File: src/rtl/wb_register_file_if.sv
// Write-back register file bus interface.
// Groups the write ports, read ports and status output of wb_register_file.
//   master : drives write/read requests and samples read data and wr_count
//   slave  : the register file itself
interface wb_register_file_if #(
  parameter int unsigned DATA_W = 16,
  parameter int unsigned ADDR_W = 4
);
  logic              wr_en;
  logic [ADDR_W-1:0] wr_addr;
  logic [DATA_W-1:0] wr_data;
  logic              r15_wr_en;
  logic [DATA_W-1:0] r15_wr_data;
  logic [ADDR_W-1:0] rd_addr1;
  logic [ADDR_W-1:0] rd_addr2;
  logic [DATA_W-1:0] rd_data1;
  logic [DATA_W-1:0] rd_data2;
  logic [DATA_W-1:0] r15_data;
  logic [7:0]        wr_count;

  modport master (
    output wr_en, wr_addr, wr_data, r15_wr_en, r15_wr_data, rd_addr1, rd_addr2,
    input  rd_data1, rd_data2, r15_data, wr_count
  );

  modport slave (
    input  wr_en, wr_addr, wr_data, r15_wr_en, r15_wr_data, rd_addr1, rd_addr2,
    output rd_data1, rd_data2, r15_data, wr_count
  );
endinterface

File: src/rtl/wb_register_file.sv
// Write-back register file: 2**ADDR_W x DATA_W general-purpose registers.
// Ports:
//   clk  : rising-edge clock for all writes
//   rst  : asynchronous active-low reset, clears all registers and wr_count
//   bus  : wb_register_file_if.slave
//          main write port (wr_en/wr_addr/wr_data), dedicated R15 write port
//          (r15_wr_en/r15_wr_data) with priority over the main port, two
//          combinational read ports, r15_data tap, saturating 8-bit wr_count.
// Optional build macro REGFILE_BYPASS_EN: same-cycle write-through forwarding
// on rd_data1, rd_data2 and r15_data, active only while rst is high.
module wb_register_file #(
  parameter int unsigned DATA_W  = 16,
  parameter int unsigned ADDR_W  = 4,
  parameter int unsigned R15_IDX = 15
) (
  input logic                clk,
  input logic                rst,
  wb_register_file_if.slave  bus
);

  localparam int unsigned       NumRegs = 1 << ADDR_W;
  localparam logic [ADDR_W-1:0] R15Addr = ADDR_W'(R15_IDX);

  logic [DATA_W-1:0] regs_q [NumRegs];
  logic [DATA_W-1:0] regs_d [NumRegs];
  logic [7:0]        wr_count_q;
  logic [7:0]        wr_count_d;

  // Next-state: dedicated R15 port is applied last so it wins a conflict.
  always_comb begin
    for (int i = 0; i < int'(NumRegs); i++) begin
      regs_d[i] = regs_q[i];
    end
    if (bus.wr_en) begin
      regs_d[bus.wr_addr] = bus.wr_data;
    end
    if (bus.r15_wr_en) begin
      regs_d[R15Addr] = bus.r15_wr_data;
    end
  end

  // A cycle with both ports active counts once; holds at 255.
  always_comb begin
    wr_count_d = wr_count_q;
    if ((bus.wr_en || bus.r15_wr_en) && (wr_count_q != 8'hFF)) begin
      wr_count_d = wr_count_q + 8'd1;
    end
  end

  always_ff @(posedge clk or negedge rst) begin
    if (!rst) begin
      for (int i = 0; i < int'(NumRegs); i++) begin
        regs_q[i] <= '0;
      end
      wr_count_q <= '0;
    end else begin
      for (int i = 0; i < int'(NumRegs); i++) begin
        regs_q[i] <= regs_d[i];
      end
      wr_count_q <= wr_count_d;
    end
  end

`ifdef REGFILE_BYPASS_EN
  // Forward in-flight write data to a matching read address; R15 port first.
  function automatic logic [DATA_W-1:0] fwd(
    input logic [ADDR_W-1:0] addr,
    input logic [DATA_W-1:0] stored
  );
    logic [DATA_W-1:0] val;
    val = stored;
    if (rst) begin
      if (bus.r15_wr_en && (addr == R15Addr)) begin
        val = bus.r15_wr_data;
      end else if (bus.wr_en && (addr == bus.wr_addr)) begin
        val = bus.wr_data;
      end
    end
    return val;
  endfunction

  always_comb begin
    bus.rd_data1 = fwd(bus.rd_addr1, regs_q[bus.rd_addr1]);
    bus.rd_data2 = fwd(bus.rd_addr2, regs_q[bus.rd_addr2]);
    bus.r15_data = fwd(R15Addr, regs_q[R15Addr]);
  end
`else
  always_comb begin
    bus.rd_data1 = regs_q[bus.rd_addr1];
    bus.rd_data2 = regs_q[bus.rd_addr2];
    bus.r15_data = regs_q[R15Addr];
  end
`endif

  assign bus.wr_count = wr_count_q;

endmodule
File: src/flat_wrapper.sv
// flat-port wrapper written by rule: the top's interface ports become plain ports
module wb_register_file_flat 
#(
  parameter int unsigned DATA_W  = 16,
  parameter int unsigned ADDR_W  = 4,
  parameter int unsigned R15_IDX = 15
)
  (clk, rst, bus_wr_en, bus_wr_addr, bus_wr_data, bus_r15_wr_en, bus_r15_wr_data, bus_rd_addr1, bus_rd_addr2, bus_rd_data1, bus_rd_data2, bus_r15_data, bus_wr_count);
  wb_register_file_if #(.DATA_W(DATA_W), .ADDR_W(ADDR_W)) bus_i ();
  input logic clk;
  input logic rst;
  input wire logic [$bits(bus_i.wr_en)-1:0] bus_wr_en;
  input wire logic [$bits(bus_i.wr_addr)-1:0] bus_wr_addr;
  input wire logic [$bits(bus_i.wr_data)-1:0] bus_wr_data;
  input wire logic [$bits(bus_i.r15_wr_en)-1:0] bus_r15_wr_en;
  input wire logic [$bits(bus_i.r15_wr_data)-1:0] bus_r15_wr_data;
  input wire logic [$bits(bus_i.rd_addr1)-1:0] bus_rd_addr1;
  input wire logic [$bits(bus_i.rd_addr2)-1:0] bus_rd_addr2;
  output wire logic [$bits(bus_i.rd_data1)-1:0] bus_rd_data1;
  output wire logic [$bits(bus_i.rd_data2)-1:0] bus_rd_data2;
  output wire logic [$bits(bus_i.r15_data)-1:0] bus_r15_data;
  output wire logic [$bits(bus_i.wr_count)-1:0] bus_wr_count;
  assign bus_i.wr_en = bus_wr_en;
  assign bus_i.wr_addr = bus_wr_addr;
  assign bus_i.wr_data = bus_wr_data;
  assign bus_i.r15_wr_en = bus_r15_wr_en;
  assign bus_i.r15_wr_data = bus_r15_wr_data;
  assign bus_i.rd_addr1 = bus_rd_addr1;
  assign bus_i.rd_addr2 = bus_rd_addr2;
  assign bus_rd_data1 = bus_i.rd_data1;
  assign bus_rd_data2 = bus_i.rd_data2;
  assign bus_r15_data = bus_i.r15_data;
  assign bus_wr_count = bus_i.wr_count;
  wb_register_file #(.DATA_W(DATA_W), .ADDR_W(ADDR_W), .R15_IDX(R15_IDX)) u_core (.clk(clk), .rst(rst), .bus(bus_i));
endmodule
File: config.mk
export PLATFORM = sky130hd
export DESIGN_NAME = wb_register_file_flat
export DESIGN_NICKNAME = d
export VERILOG_FILES = /design/src/rtl/wb_register_file_if.sv /design/src/rtl/wb_register_file.sv /design/src/flat_wrapper.sv
export SDC_FILE = /design/constraint.sdc
export NUM_CORES = 1
export LEC_CHECK = 0
export CAP_MARGIN = 0
export CORE_ASPECT_RATIO = 1.2
export CORE_MARGIN = 8
export CORE_UTILIZATION = 46
export DETAILED_ROUTE_END_ITERATION = 8
export DONT_BUFFER_PORTS = 1
export GPL_TIMING_DRIVEN = 1
export PLACE_DENSITY = 0.69
export SLEW_MARGIN = 20
export SYNTH_ARGS = -nofsm -noshare
export SYNTH_HDL_FRONTEND = slang
export SYNTH_SLANG_ARGS = --single-unit
export TNS_END_PERCENT = 100
File: constraint.sdc
create_clock -name clk -period 7.65 [get_ports clk]
set_input_delay 2.295 -clock clk [delete_from_list [all_inputs] [get_ports clk]]
set_output_delay 2.295 -clock clk [all_outputs]
set_load 0.02 [all_outputs]
# Word level (Yosys, flattened, before mapping)
# Index checks and enable logic that the tools add are counted.
[totals]
inputBits = 48
ff_bits = 264
wordCells = 41
output_inout_bits = 56
[op_classes]
n_lt_le_gt_ge = 4
muxes = 11
n_addsub = 1
n_reduce_logical = 4
n_eq_ne = 1
bitwise_logic = 3
[op_table]
columns = ["op", "count"]
rows = [
  ["256-bit bitwise mux", 1],
  ["16-bit binary-select mux with 4-bit select", 2],
  ["16-bit 2-to-1 mux", 7],
  ["16-bit demux with 4-bit select", 1],
  ["5-bit greater-or-equal comparator, second input constant", 3],
  ["4-bit NOT with 5-bit output", 3],
  ["8-bit by 1-bit adder with 8-bit output, second input constant", 1],
  ["8-bit inequality test, second input constant", 1],
  ["5-bit by 1-bit < comparator with 1-bit output, second input constant", 1],
  ["1-bit logical AND", 2],
  ["2-bit nonzero test", 1],
  ["1-bit logical OR", 1],
]

# Depth between registers and ports, before layout
# Gate-level depths: netlist (run 1).
[logic_depth]
word_depth = 8
depth_mapped = 6
mapped_depth_nobuf = 4

# Worst setup path before layout (run 1)
# No wires, ideal clock.
[synth_timing]
kind = "input-to-output"
start = "input port bus_rd_addr1[0]"
end = "output port bus_rd_data1[13]"
path_slack_ns = 1.682
n_path_buf = 2
required_time_ns = 5.355
cell_stages = 5
arrival_time_ns = 3.673
path_cell_list = "buf_2 > buf_2 > mux4_2 > a22oi_1 > nand2_1"
[synth_between]
elab_chain_cells = 4
[synth_rtl]
columns = ["element", "line", "rtl"]
rows = [
  ["start: declaration", "flat_wrapper.sv:17", "input wire logic [$bits(bus_i.rd_addr1)-1:0] bus_rd_addr1;"],
  ["4-bit NOT with 5-bit output (not written as such)", "wb_register_file.sv:89", "bus.rd_data1 = regs_q[bus.rd_addr1];"],
  ["16-bit binary-select mux with 4-bit select", "wb_register_file.sv:89", ""],
  ["16-bit 2-to-1 mux (not written as such) (2 in a row)", "wb_register_file.sv:89", ""],
  ["end: declaration", "flat_wrapper.sv:19", "output wire logic [$bits(bus_i.rd_data1)-1:0] bus_rd_data1;"],
]
# No other way between the ends. The select of a mux whose other input is x is not followed.

# Worst setup path after layout (run 1)
[layout_timing]
start = "input port bus_rd_addr1[3]"
end = "output port bus_rd_data1[9]"
# Same word-level chain as after synthesis.

==> results of run 1 <==
==> power breakdown <==
part | switching [mW] | leakage (nW) | internal, mW
Clock | 0.586 | 0.545 | 0.985
Combinational | 0.320 | 2.44 | 0.554
Sequential | 0.290 | 3.21 | 1.72
==> cell families (layout without fill, tap and decap cells) <==
| family | Yosys count | count (layout) | synth area share, % |
|---|---|---|---|
| mux | 371 | 371 | 39.8 |
| flops | 264 | 264 | 46.8 |
| simple gates | 107 | 107 | 4.10 |
| buf+inv | 105 | 66 | 3.97 |
| compound gates | 103 | 103 | 5.04 |
| xor+xnor | 4 | 4 | 0.248 |
| fa+ha+maj | 1 | 1 | 0.0886 |
==> per-stage QoR <==
stage                     hold slack, ns  setup slack, ns  utilization (%)  instances  power [mW]
after floorplan                    0.470             1.68                -        955        2.74
after global placement             0.483             1.59             46.5       1257        2.86
after detailed placement           0.501             1.55             46.5       1257        2.91
after CTS                          0.517             1.58             50.1       1312        4.49
after global routing               0.525             1.48             50.2       1312        4.64
final                              0.515             1.55             50.2       1312        4.46
==> state kept, by name, indices dropped and copies added (netlist names) <==
signal               cells
u_core.bus.r15_data     16
u_core.regs_q          240
u_core.bus.wr_count      8
==> worst min path at each step <==
stage | start | to | depth (start not counted)
after floorplan | u_core.regs_q[141] | u_core.regs_q[141] | 1
after global placement | u_core.regs_q[141] | u_core.regs_q[141] | 1
after detailed placement | u_core.regs_q[190] | u_core.regs_q[190] | 1
after CTS | u_core.regs_q[189] | u_core.regs_q[189] | 1
after global routing | u_core.regs_q[230] | u_core.regs_q[230] | 1
final | u_core.regs_q[189] | u_core.regs_q[189] | 1
==> area by class of cell <==
cell class                      count  area [um2]  share of cell area (%)
Inverter                            2        7.51                  0.0492
Clock buffer                       38         852                    5.59
Clock inverter                     17         241                    1.58
Multi-Input combinational cell    586        6980                    45.8
Timing Repair Buffer                9        67.6                   0.443
Sequential cell                   264        6610                    43.3
Tap cell                          396         495                    3.25
==> worst reg2reg max path: cells and delay by family, from the launching register on <==
| kind | cells | cell delay [ns] |
|---|---|---|
| flip-flops | 1 | 0.51 |
| multiplexers | 1 | 0.37 |
| AO/OA/AOI/OAI | 1 | 0.30 |
| adder cells (fa/ha/maj) | 1 | 0.22 |
| AND/OR/NAND/NOR | 1 | 0.18 |
==> per-layer routing <==
layer	vias to the layer above	global-route usage, %
li1	3564	-
met1	4567	25.2
met2	282	34.6
met3	72	5.78
met4	0	7.26
met5	-	0
==> cell usage in the layout, fill, tap and decap left out, types with 3 or more instances in the layout <==
| cell | count |
|---|---|
| a22oi_1 | 64 |
| a31oi_1 | 16 |
| and2_1 | 4 |
| buf_4 | 9 |
| bufinv_16 | 6 |
| clkbuf_16 | 31 |
| clkbuf_8 | 5 |
| clkinv_2 | 9 |
| dfrtp_1 | 264 |
| mux2_1 | 21 |
| mux2_2 | 221 |
| mux4_2 | 128 |
| nand2_1 | 35 |
| nand2b_1 | 5 |
| nand3_1 | 18 |
| nor2_1 | 20 |
| nor2_2 | 3 |
| nor2_4 | 5 |
| o21ai_0 | 17 |
==> reports/qor.yml, run 1 <==
slew_headroom_pct: 25.3
rsz0062_at_grt: "no"
max_stage_delay_ns: 0.77
critical_path.reg2reg.startpoint: "u_core.bus.wr_count[0]"
fin_tns_setup_ns: 0
finalHoldViolations: 0
cp_cell_sequence: "nor2b_1 > buf_4 > a22oi_1 > nand2_1"
ant_nets: 0
cts_hold_buf: 0
cts_tree: "built"
fill_cells: 2552
critPathCapture: "bus_rd_data1[9]"
synth.area.top_cells: "dfrtp_1 (47%), mux4_2 (20%), mux2_2 (18%)"
synth_area_per_cell_um2: 14.8
ys_seq_elements: 264
worstMarginPinSlew_ns: 1.12
port_buffers: 0
reg2reg_slack_ns: 5.97
synth_nets: 1004
synth_edf_count: 0
fin_crit_ns: 6.10
overflow: 0
ys_top_cells_by_count: "dfrtp_1 (264), mux2_2 (221), mux4_2 (128)"
io_pins: 104
die_area_um2: 36600
dpl_cell_area_um2: 14100
crit_cells: 4
async_reset_ff_share_pct: 100
wl_um: 38000
crit_type: "in -> out"
synthCells: 955
post_cts_buffers: 0
numClockSinks: 264
grtUsageTotal_pct: 20.6
layout-drive-gt1-share_pct: 46.7
grt_pass1_vias: 9019
synth.most_common_cell: "dfrtp_1"
reg2regPathDepth: 4
post-route-drc-count: 0
setup.worst_path.start: "bus_rd_addr1[3]"
root_buffer: "clkbuf_16"
netlist_area_um2: 14100
path_delay_family: "simple AND/OR/NAND/NOR gates"
placementRows: 70
drv_cap: 0
synth_top_cell_by_area: "dfrtp_1"
timing.final.crit_share_pct: 79.8
critPathRequiredTime_ns: 5.36
insertion_delay_ns: 0.56
cp-end-kind: "output port"
areaGrowthSynthToFinish_pct: 7.99
path_clk_slew_ns: 0.06
core_um2: 30400
post_cts_resized: 0
routedWlPerCell_um: 29.0
routed.top_layer: "met4"
synth_cell_types: 42
final_nets: 942
cp_slowest_cell: "nor2b_1"
critPathLaunchType: "input port"
ctsHtreeMaxLevel: 1
synth_warnings: 0
cts_inserted_buffers: 30
synth_ff_type: "dfrtp_1"
timing.fmax_mhz: 164
firstDrtPassIters: 6
synth.yosys.seq_area_share_pct: 46.8
diodes: 0
synth_top_area_share_pct: 46.8
start_util_pct: 46.5
drtIter0Drc: 673
max-vdd-ir-drop_mv: 0.233
rr_endpoint: "u_core.bus.wr_count[1]"
grt_max_degree: 265
power_leakage_nw: 6.20
vias: 8485
dp_hpwl_um: 23000
routabilityCongestion: 0.771
slew_violations: 0
path_buf_inv: 1
vias_per_cell: 6.47
powerDensity_nw_per_um2: 292
grt_antenna_before_repair: 0
clock_path_buffers: 3
arrival_ns: 3.81
wl_met1_um: 14600
setup_viol: 0
status: "finished, final reports clean"
fp.dieH_um: 208
stdcell_area_um2: 15300
skew_ns: 0.00405
grt_pass1_wl_um: 57600
wl_met3_um: 2790
worst_hold_path_type: "reg -> reg"
dieWidth_um: 176
crit_fanout: 9
met2_length_um: 19300
Note: power is estimated with default switching activity, not from simulation.
==> run 2, diff against run 1 <==
PLACE_DENSITY = 0.71   (was 0.69)
clock period = 4.95 ns   (was 7.65 ns; I/O delays follow)
==> reports/qor.yml, run 2 (synthesized netlist as in run 1, its figures left out) <==
dieWidth_um: 176  # unchanged
port_buffers: 0  # unchanged
finalHoldViolations: 0  # unchanged
vias_per_cell: 6.46  # -0.14%
cp_cell_sequence: "mux4_2 > a22oi_1 > nand2_1"
final_nets: 949  # +0.74%
insertion_delay_ns: 0.56  # about the same
firstDrtPassIters: 4  # -2
largest_register: "u_core.regs_q"
routedWlPerCell_um: 28.6  # -1.2%
fill_cells: 2552  # unchanged
worst_hold_path_type: "reg -> reg"
crit_fanout: 64  # +55
critPathLaunchType: "input port"
path_delay_family: "multiplexers"
slew_headroom_pct: 41.1  # +16 points
timing.final.crit_share_pct: 81.2
cp_slowest_cell: "mux4_2"
cp-end-kind: "output port"
numClockSinks: 264  # unchanged
grt_max_degree: 265  # unchanged
drtIter0Drc: 633  # -5.9%
rsz0062_at_grt: "no"
grt_pass1_wl_um: 57600  # about the same
cts_inserted_buffers: 30  # unchanged
whs_path_depth: 1  # unchanged
post_cts_resized: 0  # unchanged
fin_tns_setup_ns: 0  # unchanged
crit_type: "in -> out"
power_leakage_nw: 6.16  # -0.70%
cts_tree: "built"
crit_cells: 3  # -1
mostFrequentLayoutCell: "dfrtp_1"
dp_hpwl_um: 23100  # +0.66%
core_um2: 30400  # unchanged
regArea_um2: 6610  # unchanged
reg2regPathDepth: 4  # unchanged
start_util_pct: 46.5  # unchanged
areaGrowthSynthToFinish_pct: 7.30
skew_ns: 0.00251  # -0.00154 ns
vias: 8518  # +0.39%
setup_viol: 0  # unchanged
overflow: 0  # unchanged
setup_slack_ns: 0.931  # -0.617 ns
root_buffer: "clkbuf_16"
grtUsageTotal_pct: 20.6  # about the same
routabilityCongestion: 0.770  # about the same
ctsHtreeMaxLevel: 1  # unchanged
io_pins: 104  # unchanged
multiInputGateArea_um2: 6960  # -0.32%
path_buf_inv: 0  # -1
max-vdd-ir-drop_mv: 0.387  # +66%
max_stage_delay_ns: 0.51  # -0.26 ns
critPathRequiredTime_ns: 3.46  # -1.90 ns
arrival_ns: 2.53  # -1.28 ns
status: "finished, final reports clean"
whs_ns: 0.512  # -0.00271 ns
placementRows: 70  # unchanged
fp.dieH_um: 208  # unchanged
largest_register_ffs: 240  # unchanged
stdcell_area_um2: 15200  # -0.64%
ant_nets: 0  # unchanged
post-route-drc-count: 0  # unchanged
drv_cap: 0  # unchanged
cts_hold_buf: 0  # unchanged
clock_path_buffers: 3  # unchanged
diodes: 0  # unchanged
powerDensity_nw_per_um2: 437  # +49%
path_clk_slew_ns: 0.06  # about the same
layout-drive-gt1-share_pct: 45.9  # -0.79 points
fin_crit_ns: 4.02
dpl_cell_area_um2: 14200  # +0.35%
layout_common_cells: "dfrtp_1 (264), mux2_2 (221), mux4_2 (128)"
pre_cts_slack_ns: 0.989  # -0.561 ns
worstMarginPinSlew_ns: 0.882  # -0.239 ns
post_cts_buffers: 0  # unchanged
die_area_um2: 36600  # unchanged
grt_pass1_vias: 9174  # +1.7%
slew_violations: 0  # unchanged
timing.fmax_mhz: 249
wl_um: 37800  # -0.63%
grt_antenna_before_repair: 0  # unchanged
==> run 2: changes by cell type in the layout (fill, tap and decap cells not counted), sizes merged <==
cell / delta
buf: +7
clkinv: -4
clkinvlp: -1
clkbuf: +9
bufinv: -4
==> run 2: layout make-up <==
cell class | count | area share (%)
multi-input cells | 586 | 45.9
flip-flops and latches | 264 | 43.6
clock buffers | 47 | 5.71
well taps | 396 | 3.27
repair buffers | 16 | 0.793
clock inverters | 8 | 0.669
inverters | 2 | 0.0495
==> run 2: power by group <==
group	internal [mW]	switching (mW)	total, mW
Clock	1.30	0.879	2.18
Sequential	2.66	0.459	3.12
Combinational	0.856	0.463	1.32
Total	4.82	1.80	6.62
==> run 2: routing by layer <==
metal  vias to the layer above  GRT usage (%)  wire (um)
li1                       3574              -          -
met3                        76           5.29       2720
met4                         0           6.56       1250
met2                       279           35.4      19500
met1                      4589           24.9      14200
met5                         -              0          0
==> run 2: worst paths after layout <==
kind / start / endpoint / slack (ns)
max reg2reg: u_core.bus.wr_count[0] / u_core.bus.wr_count[1] / 3.29
min: u_core.regs_q[142] / u_core.regs_q[142] / 0.51
min reg2reg: u_core.regs_q[142] / u_core.regs_q[142] / 0.51
max in group asynchronous: rst / u_core.regs_q[43] / 3.70
max: bus_rd_addr2[0] / bus_rd_data2[13] / 0.93
min in group asynchronous: rst / u_core.regs_q[47] / 0.64
==> run 2: through the flow <==
step / std cells / util (%) / power (mW)
global route: 1319 / 49.9 / 6.92
global placement: 1264 / 46.7 / 4.40
finish: 1319 / 49.9 / 6.62
CTS: 1319 / 49.9 / 6.66
floorplan: 955 / - / 4.24
detailed placement: 1264 / 46.7 / 4.48
==> run 2: worst reg2reg max path, cell delays in order, from the launching register on <==
cell and delay [ns]:
dfrtp_1 0.51, ha_1 0.21, nand3_1 0.19, o22ai_1 0.27, mux2_2 0.36
==> edit, RTL diff (settings of run 2) <==
`ADDR_W` is set to 4 in 3 places; all go to 6.
--- a/src/rtl/wb_register_file_if.sv
+++ b/src/rtl/wb_register_file_if.sv
@@ -4,7 +4,7 @@
 //   slave  : the register file itself
 interface wb_register_file_if #(
   parameter int unsigned DATA_W = 16,
-  parameter int unsigned ADDR_W = 4
+  parameter int unsigned ADDR_W = 6
 );
   logic              wr_en;
   logic [ADDR_W-1:0] wr_addr;
--- a/src/rtl/wb_register_file.sv
+++ b/src/rtl/wb_register_file.sv
@@ -10,7 +10,7 @@
 // on rd_data1, rd_data2 and r15_data, active only while rst is high.
 module wb_register_file #(
   parameter int unsigned DATA_W  = 16,
-  parameter int unsigned ADDR_W  = 4,
+  parameter int unsigned ADDR_W  = 6,
   parameter int unsigned R15_IDX = 15
 ) (
   input logic                clk,
--- a/src/flat_wrapper.sv
+++ b/src/flat_wrapper.sv
@@ -2,7 +2,7 @@
 module wb_register_file_flat 
 #(
   parameter int unsigned DATA_W  = 16,
-  parameter int unsigned ADDR_W  = 4,
+  parameter int unsigned ADDR_W  = 6,
   parameter int unsigned R15_IDX = 15
 )
   (clk, rst, bus_wr_en, bus_wr_addr, bus_wr_data, bus_r15_wr_en, bus_r15_wr_data, bus_rd_addr1, bus_rd_addr2, bus_rd_data1, bus_rd_data2, bus_r15_data, bus_wr_count);
Interface: changed (resized bus_rd_addr1, bus_rd_addr2 and bus_wr_addr); port bits go from 104 to 110. The function was not compared with the original's and may differ.
==> edit against run 2 <==
Global-route usage increased by 4.8 points. The flow now finishes with violations (negative setup slack). Die area increased to 3.6 times the old value. Synthesized cell count increased to 4.0 times the old value. Setup slack got worse by 1100 ps. Cell area increased to 4.0 times the old value. Clock skew decreased by 2.0 ps. Synthesized area increased to 3.9 times the old value. Maximum frequency decreased by 21%. Routed wire length increased to 4.5 times the old value. Count of clock-buffer cells in the layout increased by 89. Combinational power increased to 2.6 times the old value. Sequential cell count increased by 768. Power increased to 3.4 times the old value. First-iteration DRC count increased to 5.5 times the old value.
==> edit: results <==
[clock_network]
htree_levels = 3

[global_routing]
gr-usage-met1_pct = 31.95
grt_pass1_vias = 36970
grt_pass1_wl_um = 252700
grt_start_max_net_pins = 301
antenna_found_initial = 2
met2_usage_pct = 40.43

[routing]
drt_iter0_drc = 3480
drtPass1Iterations = 5
vias = 35820
drt-wirelength-per-cell_um = 31.89

[logic_synthesis]
synth_top_cells_by_area = dfrtp_1 46%, mux4_2 18%, mux2_2 17%
yosys-top-cells-count = 1032 x dfrtp_1, 850 x mux2_2, 448 x mux4_2
synth_fp_nets = 3867

[layout]
finalNetCount = 3749

[sta]
setup_viol = 25
worst_slack_ps = -155.8
worst_pin_slew_ps = 1178
setup_tns_ps = -1280

[outcome]
outcome = finished, violations left
violations = negative setup slack

[pwr]
p_leak_uw = 0.02753

[placement]
gp_congestion = 0.8788
placedCellCount = 5146
place_ws_ps = 123.5

[setup_path]
crit_start = bus_rd_addr1[2]
reg2reg_depth = 6
critPathMaxStageDelay_ps = 540
crit_fanout = 226
cp.arrival_ps = 3620

[worst_hold_path]
holdCritPathClass = primary input to async pin
## edit: power by group through the flow
stage | combinational [uW] | sequential (uW) | clock (uW)
detailed placement | 3400 | 10600 | 0
global placement | 3310 | 10600 | 0
CTS | 3410 | 10500 | 8780
finish | 3440 | 10500 | 8670
global route | 3660 | 10600 | 9090
floorplan | 2900 | 10300 | 0
## edit: kinds of logic (layout without fill, tap and decap cells)
family | Yosys count | after routing | share of synthesized area, %
buffers and inverters | 411 | 380 | 3.480
AND/OR/NAND/NOR | 362 | 362 | 3.361
XOR/XNOR | 7 | 7 | 0.1103
adder cells (fa/ha/maj) | 1 | 1 | 0.02251
multiplexers | 1690 | 1690 | 42.81
other | 0 | 2 | 0
AO/OA/AOI/OAI | 309 | 309 | 3.753
flip-flops | 1032 | 1032 | 46.46
## edit: worst min-delay path by stage
stage	cells after the start	start	to	slack, ps
after CTS	0	rst	u_core.regs_q[626]	430
after global routing	0	rst	u_core.bus.wr_count[0]	470
after global placement	1	u_core.regs_q[156]	u_core.regs_q[156]	480
after detailed placement	1	u_core.regs_q[156]	u_core.regs_q[156]	500
final	0	rst	u_core.bus.wr_count[0]	490
after floorplan	1	u_core.regs_q[153]	u_core.regs_q[153]	470
## edit: per-layer routing
metal | share of wire (%) | wire [um]
met1 | 38 | 64110
met2 | 47 | 80690
met4 | 5.9 | 10090
met3 | 9.0 | 15230
met5 | 0 | 0
## edit: area by class of cell
cell class / count / share of cell area [%]
antenna: 2 / 0.008165
clock buffer: 136 / 4.887
clock inverter: 56 / 1.225
inverter: 2 / 0.01225
multi-input combinational: 2369 / 45.71
sequential: 1032 / 42.13
tap: 1551 / 3.166
timing repair buffer: 186 / 2.858
